<file path="config.mk">
export PLATFORM = sky130hd
export DESIGN_NAME = lc3_execute_flat
export DESIGN_NICKNAME = d
export VERILOG_FILES = /design/src/rtl/lc3_pkg.sv /design/src/rtl/lc3_execute_if.sv /design/src/rtl/lc3_alu.sv /design/src/rtl/lc3_execute.sv /design/src/flat_wrapper.sv
export SDC_FILE = /design/constraint.sdc
export NUM_CORES = 1
export LEC_CHECK = 0
export ABC_AREA = 1
export CAP_MARGIN = 20
export CORE_MARGIN = 3
export CORE_UTILIZATION = 30
export CTS_CLUSTER_DIAMETER = 150
export DETAILED_ROUTE_END_ITERATION = 16
export PLACE_DENSITY = 0.69
export REMOVE_ABC_BUFFERS = 1
export SETUP_SLACK_MARGIN = 0.1
export SLEW_MARGIN = 20
export SYNTH_ARGS = -nofsm -noshare
export SYNTH_HDL_FRONTEND = slang
export SYNTH_SLANG_ARGS = --single-unit
</file>
<file path="constraint.sdc">
create_clock -name clock -period 1.9 [get_ports clock]
set_input_delay 0.19 -clock clock [delete_from_list [all_inputs] [get_ports clock]]
set_output_delay 0.19 -clock clock [all_outputs]
set_load 0.02 [all_outputs]
</file>
<file path="src/rtl/lc3_pkg.sv">
// lc3_pkg: shared definitions for the LC-3 execute stage.
// Holds the opcode constants, the ALU operation enum, the writeback-select
// encodings, the bit positions of the E_control fields and a sign-extension
// helper.
package lc3_pkg;

    localparam int LC3_W = 16;

    // Opcodes, taken from IR[15:12]
    localparam logic [3:0] OP_BR  = 4'b0000;
    localparam logic [3:0] OP_ADD = 4'b0001;
    localparam logic [3:0] OP_ST  = 4'b0011;
    localparam logic [3:0] OP_AND = 4'b0101;
    localparam logic [3:0] OP_STR = 4'b0111;
    localparam logic [3:0] OP_NOT = 4'b1001;
    localparam logic [3:0] OP_STI = 4'b1011;
    localparam logic [3:0] OP_JMP = 4'b1100;
    localparam logic [3:0] OP_LEA = 4'b1110;

    // ALU operation select
    typedef enum logic [1:0] {
        ALU_ADD = 2'b00,
        ALU_AND = 2'b01,
        ALU_NOT = 2'b10,
        ALU_RSV = 2'b11
    } alu_ctrl_e;

    // Writeback select encodings carried through W_control
    localparam logic [1:0] WSEL_ALU = 2'b00;
    localparam logic [1:0] WSEL_PC  = 2'b01;
    localparam logic [1:0] WSEL_MEM = 2'b10;

    // Bit positions inside E_control = {alu_control, pcselect1, pcselect2, op2select}
    localparam int EC_ALU_HI  = 5;
    localparam int EC_ALU_LO  = 4;
    localparam int EC_PCS1_HI = 3;
    localparam int EC_PCS1_LO = 2;
    localparam int EC_PCS2    = 1;
    localparam int EC_OP2SEL  = 0;

    // Sign-extend the low w bits of v to the full datapath width.
    // Shifting the field to the top and arithmetically shifting back
    // discards the unused upper bits of v.
    function automatic logic [LC3_W-1:0] sext(input logic [LC3_W-1:0] v, input int w);
        logic signed [LC3_W-1:0] t;
        t = $signed(v << (LC3_W - w));
        return t >>> (LC3_W - w);
    endfunction

endpackage

</file>
<file path="src/rtl/lc3_execute_if.sv">
// lc3_execute_if: bundle of the execute stage's decode-side inputs,
// register-file and bypass inputs, and its registered outputs.
//   slave  : the execute stage (receives decode/bypass data, drives results)
//   master : the surrounding pipeline (drives decode/bypass data, reads results)
interface lc3_execute_if #(
    parameter int DW = 16
);
    logic          enable_execute;
    logic [5:0]    E_control;
    logic [1:0]    W_control_in;
    logic          Mem_control_in;
    logic [DW-1:0] IR;
    logic [DW-1:0] npc_in;
    logic [DW-1:0] VSR1;
    logic [DW-1:0] VSR2;
    logic          bypass_alu_1;
    logic          bypass_alu_2;
    logic          bypass_mem_1;
    logic          bypass_mem_2;
    logic [DW-1:0] Mem_Bypass_Val;
    logic [2:0]    sr1;
    logic [2:0]    sr2;
    logic [DW-1:0] aluout;
    logic [DW-1:0] pcout;
    logic [DW-1:0] M_Data;
    logic [1:0]    W_Control_out;
    logic          Mem_Control_out;
    logic [2:0]    NZP;
    logic [DW-1:0] IR_Exec;
    logic [2:0]    dr;

    modport slave (
        input  enable_execute, E_control, W_control_in, Mem_control_in, IR, npc_in,
               VSR1, VSR2, bypass_alu_1, bypass_alu_2, bypass_mem_1, bypass_mem_2,
               Mem_Bypass_Val,
        output sr1, sr2, aluout, pcout, M_Data, W_Control_out, Mem_Control_out,
               NZP, IR_Exec, dr
    );

    modport master (
        output enable_execute, E_control, W_control_in, Mem_control_in, IR, npc_in,
               VSR1, VSR2, bypass_alu_1, bypass_alu_2, bypass_mem_1, bypass_mem_2,
               Mem_Bypass_Val,
        input  sr1, sr2, aluout, pcout, M_Data, W_Control_out, Mem_Control_out,
               NZP, IR_Exec, dr
    );

endinterface

</file>
<file path="src/rtl/lc3_alu.sv">
// lc3_alu: combinational LC-3 ALU.
//   op1_i, op2_i   : operands
//   alu_ctrl_i     : ADD / AND / NOT / reserved
//   result_o       : result (ADD wraps modulo 2^16; reserved yields zero)
module lc3_alu
    import lc3_pkg::*;
(
    input  logic [LC3_W-1:0] op1_i,
    input  logic [LC3_W-1:0] op2_i,
    input  alu_ctrl_e        alu_ctrl_i,
    output logic [LC3_W-1:0] result_o
);

    // Operation select
    always_comb begin
        result_o = {LC3_W{1'b0}};
        case (alu_ctrl_i)
            ALU_ADD: result_o = op1_i + op2_i;
            ALU_AND: result_o = op1_i & op2_i;
            ALU_NOT: result_o = ~op1_i;
            ALU_RSV: result_o = {LC3_W{1'b0}};
            default: result_o = {LC3_W{1'b0}};
        endcase
    end

endmodule

</file>
<file path="src/rtl/lc3_execute.sv">
// lc3_execute: execute stage of the LC-3 pipeline.
//   clock, reset : stage clock, asynchronous active-high reset
//   ex (slave)   : decode inputs (IR, npc_in, E/W/Mem control), register-file
//                  data (VSR1/2), bypass selects and Mem_Bypass_Val;
//                  combinational read addresses sr1/sr2; registered results
//                  aluout, pcout, M_Data, W_Control_out, Mem_Control_out,
//                  NZP, IR_Exec, dr.
// All registered outputs advance when enable_execute is high and hold
// otherwise, except NZP, which drops to 000 on any stalled edge so a branch
// condition is presented exactly once.
module lc3_execute
    import lc3_pkg::*;
#(
    parameter int DW = 16
) (
    input  logic         clock,
    input  logic         reset,
    lc3_execute_if.slave ex
);

    logic [DW-1:0] op1_s, op2raw_s, op2_s, alu_res_s, offset_s, base_s, pc_res_s;
    logic [2:0]    nzp_s;
    logic [3:0]    opcode_s;
    alu_ctrl_e     alu_ctrl_s;

    logic [DW-1:0] aluout_q, aluout_d;
    logic [DW-1:0] pcout_q, pcout_d;
    logic [DW-1:0] mdata_q, mdata_d;
    logic [DW-1:0] ir_q, ir_d;
    logic [1:0]    wctl_q, wctl_d;
    logic          mctl_q, mctl_d;
    logic [2:0]    nzp_q, nzp_d;
    logic [2:0]    dr_q, dr_d;

    assign opcode_s   = ex.IR[15:12];
    assign alu_ctrl_s = alu_ctrl_e'(ex.E_control[EC_ALU_HI:EC_ALU_LO]);

    // Operand 1 bypass: own ALU result wins over the memory-stage value
    always_comb begin
        if (ex.bypass_alu_1) begin
            op1_s = aluout_q;
        end else if (ex.bypass_mem_1) begin
            op1_s = ex.Mem_Bypass_Val;
        end else begin
            op1_s = ex.VSR1;
        end
    end

    // Operand 2 bypass (also the store data), same priority as operand 1
    always_comb begin
        if (ex.bypass_alu_2) begin
            op2raw_s = aluout_q;
        end else if (ex.bypass_mem_2) begin
            op2raw_s = ex.Mem_Bypass_Val;
        end else begin
            op2raw_s = ex.VSR2;
        end
    end

    // Operand 2 select: register/bypass value or imm5
    always_comb begin
        if (ex.E_control[EC_OP2SEL]) begin
            op2_s = op2raw_s;
        end else begin
            op2_s = sext(ex.IR, 5);
        end
    end

    lc3_alu u_alu (
        .op1_i      (op1_s),
        .op2_i      (op2_s),
        .alu_ctrl_i (alu_ctrl_s),
        .result_o   (alu_res_s)
    );

    // Address offset select by instruction format
    always_comb begin
        offset_s = {DW{1'b0}};
        case (ex.E_control[EC_PCS1_HI:EC_PCS1_LO])
            2'b00:   offset_s = sext(ex.IR, 11);
            2'b01:   offset_s = sext(ex.IR, 9);
            2'b10:   offset_s = sext(ex.IR, 6);
            2'b11:   offset_s = {DW{1'b0}};
            default: offset_s = {DW{1'b0}};
        endcase
    end

    // Address base: PC+1 for PC-relative forms, operand 1 for base+offset
    always_comb begin
        if (ex.E_control[EC_PCS2]) begin
            base_s = ex.npc_in;
        end else begin
            base_s = op1_s;
        end
    end

    assign pc_res_s = base_s + offset_s;

    // Branch-condition mask: BR carries its nzp bits, JMP is unconditional
    always_comb begin
        nzp_s = 3'b000;
        case (opcode_s)
            OP_BR:   nzp_s = ex.IR[11:9];
            OP_JMP:  nzp_s = 3'b111;
            default: nzp_s = 3'b000;
        endcase
    end

    // Register-file read addresses; stores read their source from IR[11:9]
    always_comb begin
        ex.sr1 = ex.IR[8:6];
        case (opcode_s)
            OP_ST, OP_STR, OP_STI: ex.sr2 = ex.IR[11:9];
            default:               ex.sr2 = ex.IR[2:0];
        endcase
    end

    // Next state: capture on enable, otherwise hold (NZP clears)
    always_comb begin
        if (ex.enable_execute) begin
            aluout_d = alu_res_s;
            pcout_d  = pc_res_s;
            mdata_d  = op2raw_s;
            ir_d     = ex.IR;
            wctl_d   = ex.W_control_in;
            mctl_d   = ex.Mem_control_in;
            nzp_d    = nzp_s;
            dr_d     = ex.IR[11:9];
        end else begin
            aluout_d = aluout_q;
            pcout_d  = pcout_q;
            mdata_d  = mdata_q;
            ir_d     = ir_q;
            wctl_d   = wctl_q;
            mctl_d   = mctl_q;
            nzp_d    = 3'b000;
            dr_d     = dr_q;
        end
    end

    // Stage output registers
    always_ff @(posedge clock or posedge reset) begin
        if (reset) begin
            aluout_q <= {DW{1'b0}};
            pcout_q  <= {DW{1'b0}};
            mdata_q  <= {DW{1'b0}};
            ir_q     <= {DW{1'b0}};
            wctl_q   <= 2'b00;
            mctl_q   <= 1'b0;
            nzp_q    <= 3'b000;
            dr_q     <= 3'b000;
        end else begin
            aluout_q <= aluout_d;
            pcout_q  <= pcout_d;
            mdata_q  <= mdata_d;
            ir_q     <= ir_d;
            wctl_q   <= wctl_d;
            mctl_q   <= mctl_d;
            nzp_q    <= nzp_d;
            dr_q     <= dr_d;
        end
    end

    assign ex.aluout          = aluout_q;
    assign ex.pcout           = pcout_q;
    assign ex.M_Data          = mdata_q;
    assign ex.IR_Exec         = ir_q;
    assign ex.W_Control_out   = wctl_q;
    assign ex.Mem_Control_out = mctl_q;
    assign ex.NZP             = nzp_q;
    assign ex.dr              = dr_q;

endmodule

</file>
<file path="src/flat_wrapper.sv">
// flat-port wrapper written by rule: the top's interface ports become plain ports
module lc3_execute_flat import lc3_pkg::*;
#(
    parameter int DW = 16
)
  (clock, reset, ex_enable_execute, ex_E_control, ex_W_control_in, ex_Mem_control_in, ex_IR, ex_npc_in, ex_VSR1, ex_VSR2, ex_bypass_alu_1, ex_bypass_alu_2, ex_bypass_mem_1, ex_bypass_mem_2, ex_Mem_Bypass_Val, ex_sr1, ex_sr2, ex_aluout, ex_pcout, ex_M_Data, ex_W_Control_out, ex_Mem_Control_out, ex_NZP, ex_IR_Exec, ex_dr);
  lc3_execute_if #(.DW(DW)) ex_i ();
  input  logic clock;
  input  logic reset;
  input wire logic [$bits(ex_i.enable_execute)-1:0] ex_enable_execute;
  input wire logic [$bits(ex_i.E_control)-1:0] ex_E_control;
  input wire logic [$bits(ex_i.W_control_in)-1:0] ex_W_control_in;
  input wire logic [$bits(ex_i.Mem_control_in)-1:0] ex_Mem_control_in;
  input wire logic [$bits(ex_i.IR)-1:0] ex_IR;
  input wire logic [$bits(ex_i.npc_in)-1:0] ex_npc_in;
  input wire logic [$bits(ex_i.VSR1)-1:0] ex_VSR1;
  input wire logic [$bits(ex_i.VSR2)-1:0] ex_VSR2;
  input wire logic [$bits(ex_i.bypass_alu_1)-1:0] ex_bypass_alu_1;
  input wire logic [$bits(ex_i.bypass_alu_2)-1:0] ex_bypass_alu_2;
  input wire logic [$bits(ex_i.bypass_mem_1)-1:0] ex_bypass_mem_1;
  input wire logic [$bits(ex_i.bypass_mem_2)-1:0] ex_bypass_mem_2;
  input wire logic [$bits(ex_i.Mem_Bypass_Val)-1:0] ex_Mem_Bypass_Val;
  output wire logic [$bits(ex_i.sr1)-1:0] ex_sr1;
  output wire logic [$bits(ex_i.sr2)-1:0] ex_sr2;
  output wire logic [$bits(ex_i.aluout)-1:0] ex_aluout;
  output wire logic [$bits(ex_i.pcout)-1:0] ex_pcout;
  output wire logic [$bits(ex_i.M_Data)-1:0] ex_M_Data;
  output wire logic [$bits(ex_i.W_Control_out)-1:0] ex_W_Control_out;
  output wire logic [$bits(ex_i.Mem_Control_out)-1:0] ex_Mem_Control_out;
  output wire logic [$bits(ex_i.NZP)-1:0] ex_NZP;
  output wire logic [$bits(ex_i.IR_Exec)-1:0] ex_IR_Exec;
  output wire logic [$bits(ex_i.dr)-1:0] ex_dr;
  assign ex_i.enable_execute = ex_enable_execute;
  assign ex_i.E_control = ex_E_control;
  assign ex_i.W_control_in = ex_W_control_in;
  assign ex_i.Mem_control_in = ex_Mem_control_in;
  assign ex_i.IR = ex_IR;
  assign ex_i.npc_in = ex_npc_in;
  assign ex_i.VSR1 = ex_VSR1;
  assign ex_i.VSR2 = ex_VSR2;
  assign ex_i.bypass_alu_1 = ex_bypass_alu_1;
  assign ex_i.bypass_alu_2 = ex_bypass_alu_2;
  assign ex_i.bypass_mem_1 = ex_bypass_mem_1;
  assign ex_i.bypass_mem_2 = ex_bypass_mem_2;
  assign ex_i.Mem_Bypass_Val = ex_Mem_Bypass_Val;
  assign ex_sr1 = ex_i.sr1;
  assign ex_sr2 = ex_i.sr2;
  assign ex_aluout = ex_i.aluout;
  assign ex_pcout = ex_i.pcout;
  assign ex_M_Data = ex_i.M_Data;
  assign ex_W_Control_out = ex_i.W_Control_out;
  assign ex_Mem_Control_out = ex_i.Mem_Control_out;
  assign ex_NZP = ex_i.NZP;
  assign ex_IR_Exec = ex_i.IR_Exec;
  assign ex_dr = ex_i.dr;
  lc3_execute #(.DW(DW)) u_core (.clock(clock), .reset(reset), .ex(ex_i));
endmodule
</file>
### Word level (Yosys, flattened, before mapping)

Index checks and enable logic that the tools add are counted.

| storage, ports and cells | value |
|---|---|
| register bits after elaboration | 73 |
| bits of input ports | 96 |
| output and inout bits | 79 |
| word-level logic and storage cells | 37 |

| cells by class | value |
|---|---|
| add/sub/neg operators | 2 |
| equality and inequality tests | 10 |
| muxes and demuxes | 11 |
| bitwise gates (word level) | 2 |
| reductions and logical operators | 4 |

Operators by type and width:

| kind | count |
|---|---|
| $pmux 16 s4 | 2 |
| $mux 16 | 6 |
| $add 16x16->16 | 2 |
| $and 16x16->16 | 1 |
| $not 16->16 | 1 |
| $eq 2x2->1 const B | 4 |
| $eq 4x4->1 const B | 2 |
| $mux 3 | 2 |
| $pmux 3 s2 | 1 |
| $eq 2x1->1 const B | 2 |
| $eq 4x2->1 const B | 1 |
| $eq 4x3->1 const B | 1 |
| $logic_not 2->1 | 2 |
| $logic_not 4->1 | 1 |
| $reduce_or 3->1 | 1 |

### Depth between registers and ports, before layout

| depth | value |
|---|---|
| word-level depth | 5 |
| gate-level depth with buffers | 19 |
| depth with buffers taken out | 17 |

### Cells and area by module

From an unflattened synthesis, not the netlist that was laid out.

| second synthesis, totals | value |
|---|---|
| cells, all modules | 939 |
| area, all modules | 5923.2 µm² |

By module, submodules not included:

| module | times used | cells each | area each (µm²) | seq. area each (µm²) |
|---|---|---|---|---|
| lc3_execute | 1 | 693 | 4689.5 | 1751.7 |
| lc3_alu | 1 | 246 | 1233.7 | 0.0 |

### Worst setup path after synthesis

Ideal clock, no wire load.

| path | value |
|---|---|
| kind | flip-flop to flip-flop |
| from | reg u_core.aluout_q[0] (netlist: u_core.ex.aluout[0]) |
| to | reg u_core.pcout_q[14] (netlist: u_core.ex.pcout[14]) |
| library setup time | 118 ps |
| arrival | 2166 ps |
| required time | 1782 ps |
| slack | -384 ps |
| stages on the path, launching flop included | 16 |
| path buffers | 0 |
| period minus slack after synthesis | 2284 ps |
| cell sequence | dfrtp_1 -> inv_1 -> o21ai_2 -> clkinv_2 -> o21ai_0 -> ha_1 -> inv_1 -> fa_1 -> o21ai_2 -> nand2_1 -> nand2_2 -> nand2_1 -> nand2_1 -> nand2_1 -> nand3_1 -> nand2_1 |

| on the way | value |
|---|---|
| word-level cells in the longest chain between the ends | 3 |

RTL lines:

| what | line | source |
|---|---|---|
| from (decl) | lc3_execute.sv:26 | `logic [DW-1:0] aluout_q, aluout_d;` |
| from (signal assigned) | lc3_execute.sv:144 | `aluout_q <= {DW{1'b0}};` |
| from (signal assigned) | lc3_execute.sv:153 | `aluout_q <= aluout_d;` |
| $mux 16 | lc3_execute.sv:40 | `if (ex.bypass_alu_1) begin` |
| $mux 16 | lc3_execute.sv:90 | `if (ex.E_control[EC_PCS2]) begin` |
| $add 16x16->16 | lc3_execute.sv:97 | `assign pc_res_s = base_s + offset_s;` |
| to (signal assigned) | lc3_execute.sv:145 | `pcout_q <= {DW{1'b0}};` |
| to (signal assigned) | lc3_execute.sv:154 | `pcout_q <= pcout_d;` |
| to (decl) | lc3_execute.sv:27 | `logic [DW-1:0] pcout_q, pcout_d;` |

No other way between the ends.
A chain may end at the register's enable or synchronous reset.

### Worst setup path after layout

| path | value |
|---|---|
| from | reg u_core.aluout_q[0] (netlist: u_core.ex.aluout[0]) |
| to | reg u_core.aluout_q[12] (netlist: u_core.ex.aluout[12]) |

| on the way | value |
|---|---|
| word-level cells in the longest chain between the ends | 4 |
| elaborated cells between the ends (all ways) | 5 |
| classes of those cells | add/sub: 1; mux: 4 |

RTL lines:

| what | line | source |
|---|---|---|
| $mux 16 | lc3_execute.sv:51 | `if (ex.bypass_alu_2) begin` |
| $mux 16 | lc3_execute.sv:62 | `if (ex.E_control[EC_OP2SEL]) begin` |
| $add 16x16->16 * | lc3_alu.sv:18 | `ALU_ADD: result_o = op1_i + op2_i;` |
| $pmux 16 s4 * | lc3_alu.sv:17 | `case (alu_ctrl_i)` |

Mark *: on every way between the ends. The rest lies on a longest branch, timed or not.

==> impl_metrics.tcl <==
set metrics [dict create \
    detail_route.wl_per_cell_um 16.5 \
    dominantRegCellSynth "sky130_fd_sc_hd__dfrtp_1" \
    detailedPlacementHpwl_um 17000 \
    setup_violations 27 \
    grt_util_met3_pct 3.65 \
    power.switching_fraction_pct 39.5 \
    top_level_pins 175 \
    antenna_found_initial 0 \
    vdd_drop_max_v 0.000483 \
    area_growth_syn_to_layout_pct 86.8 \
    cp_common_cell "sky130_fd_sc_hd__nand2_2" \
    routed_via_density 4.90 \
    design.final.nets 1370 \
    core.rowCount 50 \
    start_util_pct 30.8 \
    timing_worst_setup_path_type "reg2reg" \
    worst_skew_pair_later_pin_latency_ns 0.36 \
    reg2regPathDepth 14 \
    grt_setup_unrepaired "true" \
    fin_total_pwr_w 0.00807 \
    worst_pin_slew_ns 0.681 \
    instance_count_of_the_mapped_netlist 893 \
    die_y_um 145 \
    min_period_over_period_pct 120 \
    clk_pin_slew_worst_paths_ns 0.07 \
    cts_max_level 3 \
    fin_crit_ns 2.28 \
    clkSinkCount 70 \
    timing.critical_path.arrival_ns 2.57 \
    synth_cell_types 45 \
    power.density_nw_per_um2 746 \
    timing.slew.headroom_pct 54.5 \
    synth_sequential_area_ratio_pct 30.2 \
    critical_path.slowest_cell "sky130_fd_sc_hd__dfrtp_1" \
    tritoncts.num_buffers 9 \
    place_congestion 0.912 \
    seqPwrFrac_pct 23.2 \
    finalClockSkew_ns 0.0150 \
    pins_over_their_slew_limit 0 \
    end_kind "flop" \
    failed_checks "setup timing" \
    firstDrtPassIters 5 \
    die-width_um 145 \
    ratio_of_cells_with_drive_above_1_in_the_final_layout_pct 36.4 \
    number_of_i_o_port_buffers 174 \
    asyncSetResetFlopFracSynth_pct 100 \
    share_comb_of_total_power_pct 54.2 \
    cp_data_required_time_ns 2.18 \
    maxCapViolations 0 \
    critical_path.max_stage_delay_ns 0.39 \
    drcViolationCount 0 \
    tritoncts "done" \
    global_route.usage.met2_pct 39.4 \
    finalWirelength_um 24900 \
    synthesis.area_um2 5800 \
    violation_count_after_the_first_detailed_route_iteration 546 \
    overall_overflow_remaining_after_global_route 0 \
    root_buffer "sky130_fd_sc_hd__clkbuf_16" \
    yosys_warnings 0 \
    antenna_cells 0 \
    design.core.area_um2 18800 \
    cts_buffer_depth 2 \
    switchingPower_w 0.00319 \
    grt_first_pass_wirelength_um 37300 \
    design_area_um2 10800 \
    grt_max_degree 71 \
    cp_cell_sequence "buf_4, buf_4, o21ai_4, o21ai_2, ha_4, fa_2, nand2_2, nand2_2, and2_4, nand3_4, nand3_2, nand2_2, nand3_2, a21oi_2" \
    leakagePower_nw 5.21 \
    postRouteAntennaNets 0 \
    p_int_w 0.00488 \
    syn_area_per_cell_um2 6.49 \
    layout_common_cells "sky130_fd_sc_hd__nand2_1 (255), sky130_fd_sc_hd__buf_4 (177), sky130_fd_sc_hd__clkdlybuf4s50_1 (147)" \
    number_of_enable_type_register_cells_in_the_synthesized_netlist 0 \
    clock_power_share_pct 22.6 \
    max_clock_freq_mhz 438 \
    hold_buffers 0 \
    layout.cells.most_common "sky130_fd_sc_hd__nand2_1" \
    worst-path-max-fanout 4 \
    grt_util_met1_pct 26.8 \
    ys_ff_latch 70 \
    worstHoldPathType "in2async" \
    minimum_setup_slack_in_the_final_design_ns -0.385 \
    run_status "complete, but fails checks" \
    vias_post_dr 7378 \
    critPathLaunchType "flop" \
    number_of_global_route_vias_before_repair 7251 \
    report.final.hold_viol_count 0 \
    gr-usage-all-layers_pct 22.0 \
    routing_layer_with_the_top_usage_in_global_route "met2" \
    area_after_dpl_um2 8680 \
    die_footprint_um2 21000 \
]
-- through the flow --
stage | setup slack (ns) | hold WS, ns | util [%] | TNS (ns) | instances
4_1_cts | -0.238 | 0.264 | 53.4 | -2.92 | 1486
3_5_place_dp | -0.988 | 0.458 | 46.1 | -25.60 | 1418
2_1_floorplan | -0.439 | 0.293 | - | -10.62 | 852
6_report | -0.385 | 0.216 | 57.5 | -4.77 | 1506
5_1_grt | -0.465 | 0.273 | 57.5 | -7.12 | 1506
3_3_place_gp | -0.954 | 0.453 | 46.1 | -24.21 | 1418
-- power by group through the flow --
stage | clock, W | sequential, W | combinational (W)
2_1_floorplan | 0 | 0.00214 | 0.00132
3_3_place_gp | 0 | 0.00188 | 0.00319
3_5_place_dp | 0 | 0.00188 | 0.00322
4_1_cts | 0.00184 | 0.00186 | 0.00382
5_1_grt | 0.00192 | 0.00190 | 0.00469
6_report | 0.00183 | 0.00187 | 0.00437
-- critical path, delay by kind of cell, from the launching register on --
| kind | cells | cell delay [ns] |
|---|---|---|
| and+or+nand+nor | 7 | 0.62 |
| DFF | 1 | 0.39 |
| AOI/OAI and AO/OA | 3 | 0.39 |
| adders and majority gates | 2 | 0.51 |
| buffers and inverters | 2 | 0.27 |
-- synth_stat cells (all sizes together) (4+ instances only) --
master / instances / area [um^2]
nand2: 311 / 1180
o21ai: 116 / 596
inv: 103 / 389
dfrtp: 70 / 1750
nand3: 69 / 365
nor2: 47 / 184
a21oi: 41 / 209
ha: 31 / 388
buf: 28 / 180
clkbuf: 13 / 50.0
or2: 11 / 71.3
a22oi: 8 / 60.1
a31oi: 6 / 37.5
nand3b: 6 / 45.0
nor3: 6 / 40.0
nand4: 4 / 25.0
o211ai: 4 / 50.1
-- logic make-up after synthesis --
kind of cell,synth area share (%)
flip-flops,30.2
adder cells (fa/ha/maj),7.38
buffers and inverters,10.8
XOR/XNOR,0.604
AO/OA/AOI/OAI,17.6
AND/OR/NAND/NOR,33.4
-- layout make-up --
cell class | instances | area (um^2)
clock inverters | 7 | 80.1
flip-flops and latches | 70 | 1750
clock buffers | 9 | 225
fillers | 1684 | 8000
inverters | 105 | 420
well taps | 260 | 325
multi-input cells | 677 | 4530
repair buffers | 378 | 3500
-- state kept, by name, summed over array words and instances, names as in the netlist --
register	cells
u_core.ex.M_Data	16
u_core.ex.aluout	16
u_core.ex.IR_Exec	14
u_core.ex.Mem_Control_out	1
u_core.ex.pcout	16
u_core.ex.dr	2
u_core.ex.NZP	3
u_core.ex.W_Control_out	2
-- worst paths after layout --
| path | startpoint | slack, ns | endpoint |
|---|---|---|---|
| min in group clock | ex_enable_execute | 0.28 | u_core.ex.M_Data[5] |
| max | u_core.ex.aluout[0] | -0.38 | u_core.ex.aluout[12] |
| min reg2reg | u_core.ex.W_Control_out[0] | 0.47 | u_core.ex.W_Control_out[0] |
| max in group asynchronous | reset | 1.26 | u_core.ex.aluout[10] |
| max reg2reg | u_core.ex.aluout[0] | -0.38 | u_core.ex.aluout[12] |
| min | reset | 0.22 | u_core.ex.pcout[13] |
-- repair_timing --
action | in CTS | in global routing
setup buffers | 50 | 20
endpoints found under the hold margin | 0 | 0
setup endpoints to repair | 34 | 33
cloned | 3 | 1
pin swaps | 81 | 80
resized for setup | 221 | 144
-- per-layer routing --
layer	wire, um	vias up
met5	0	-
met4	666	0
met3	1460	44
met2	12500	244
met1	10300	3489
li1	-	3601
Power figures use the tool's default switching activity.
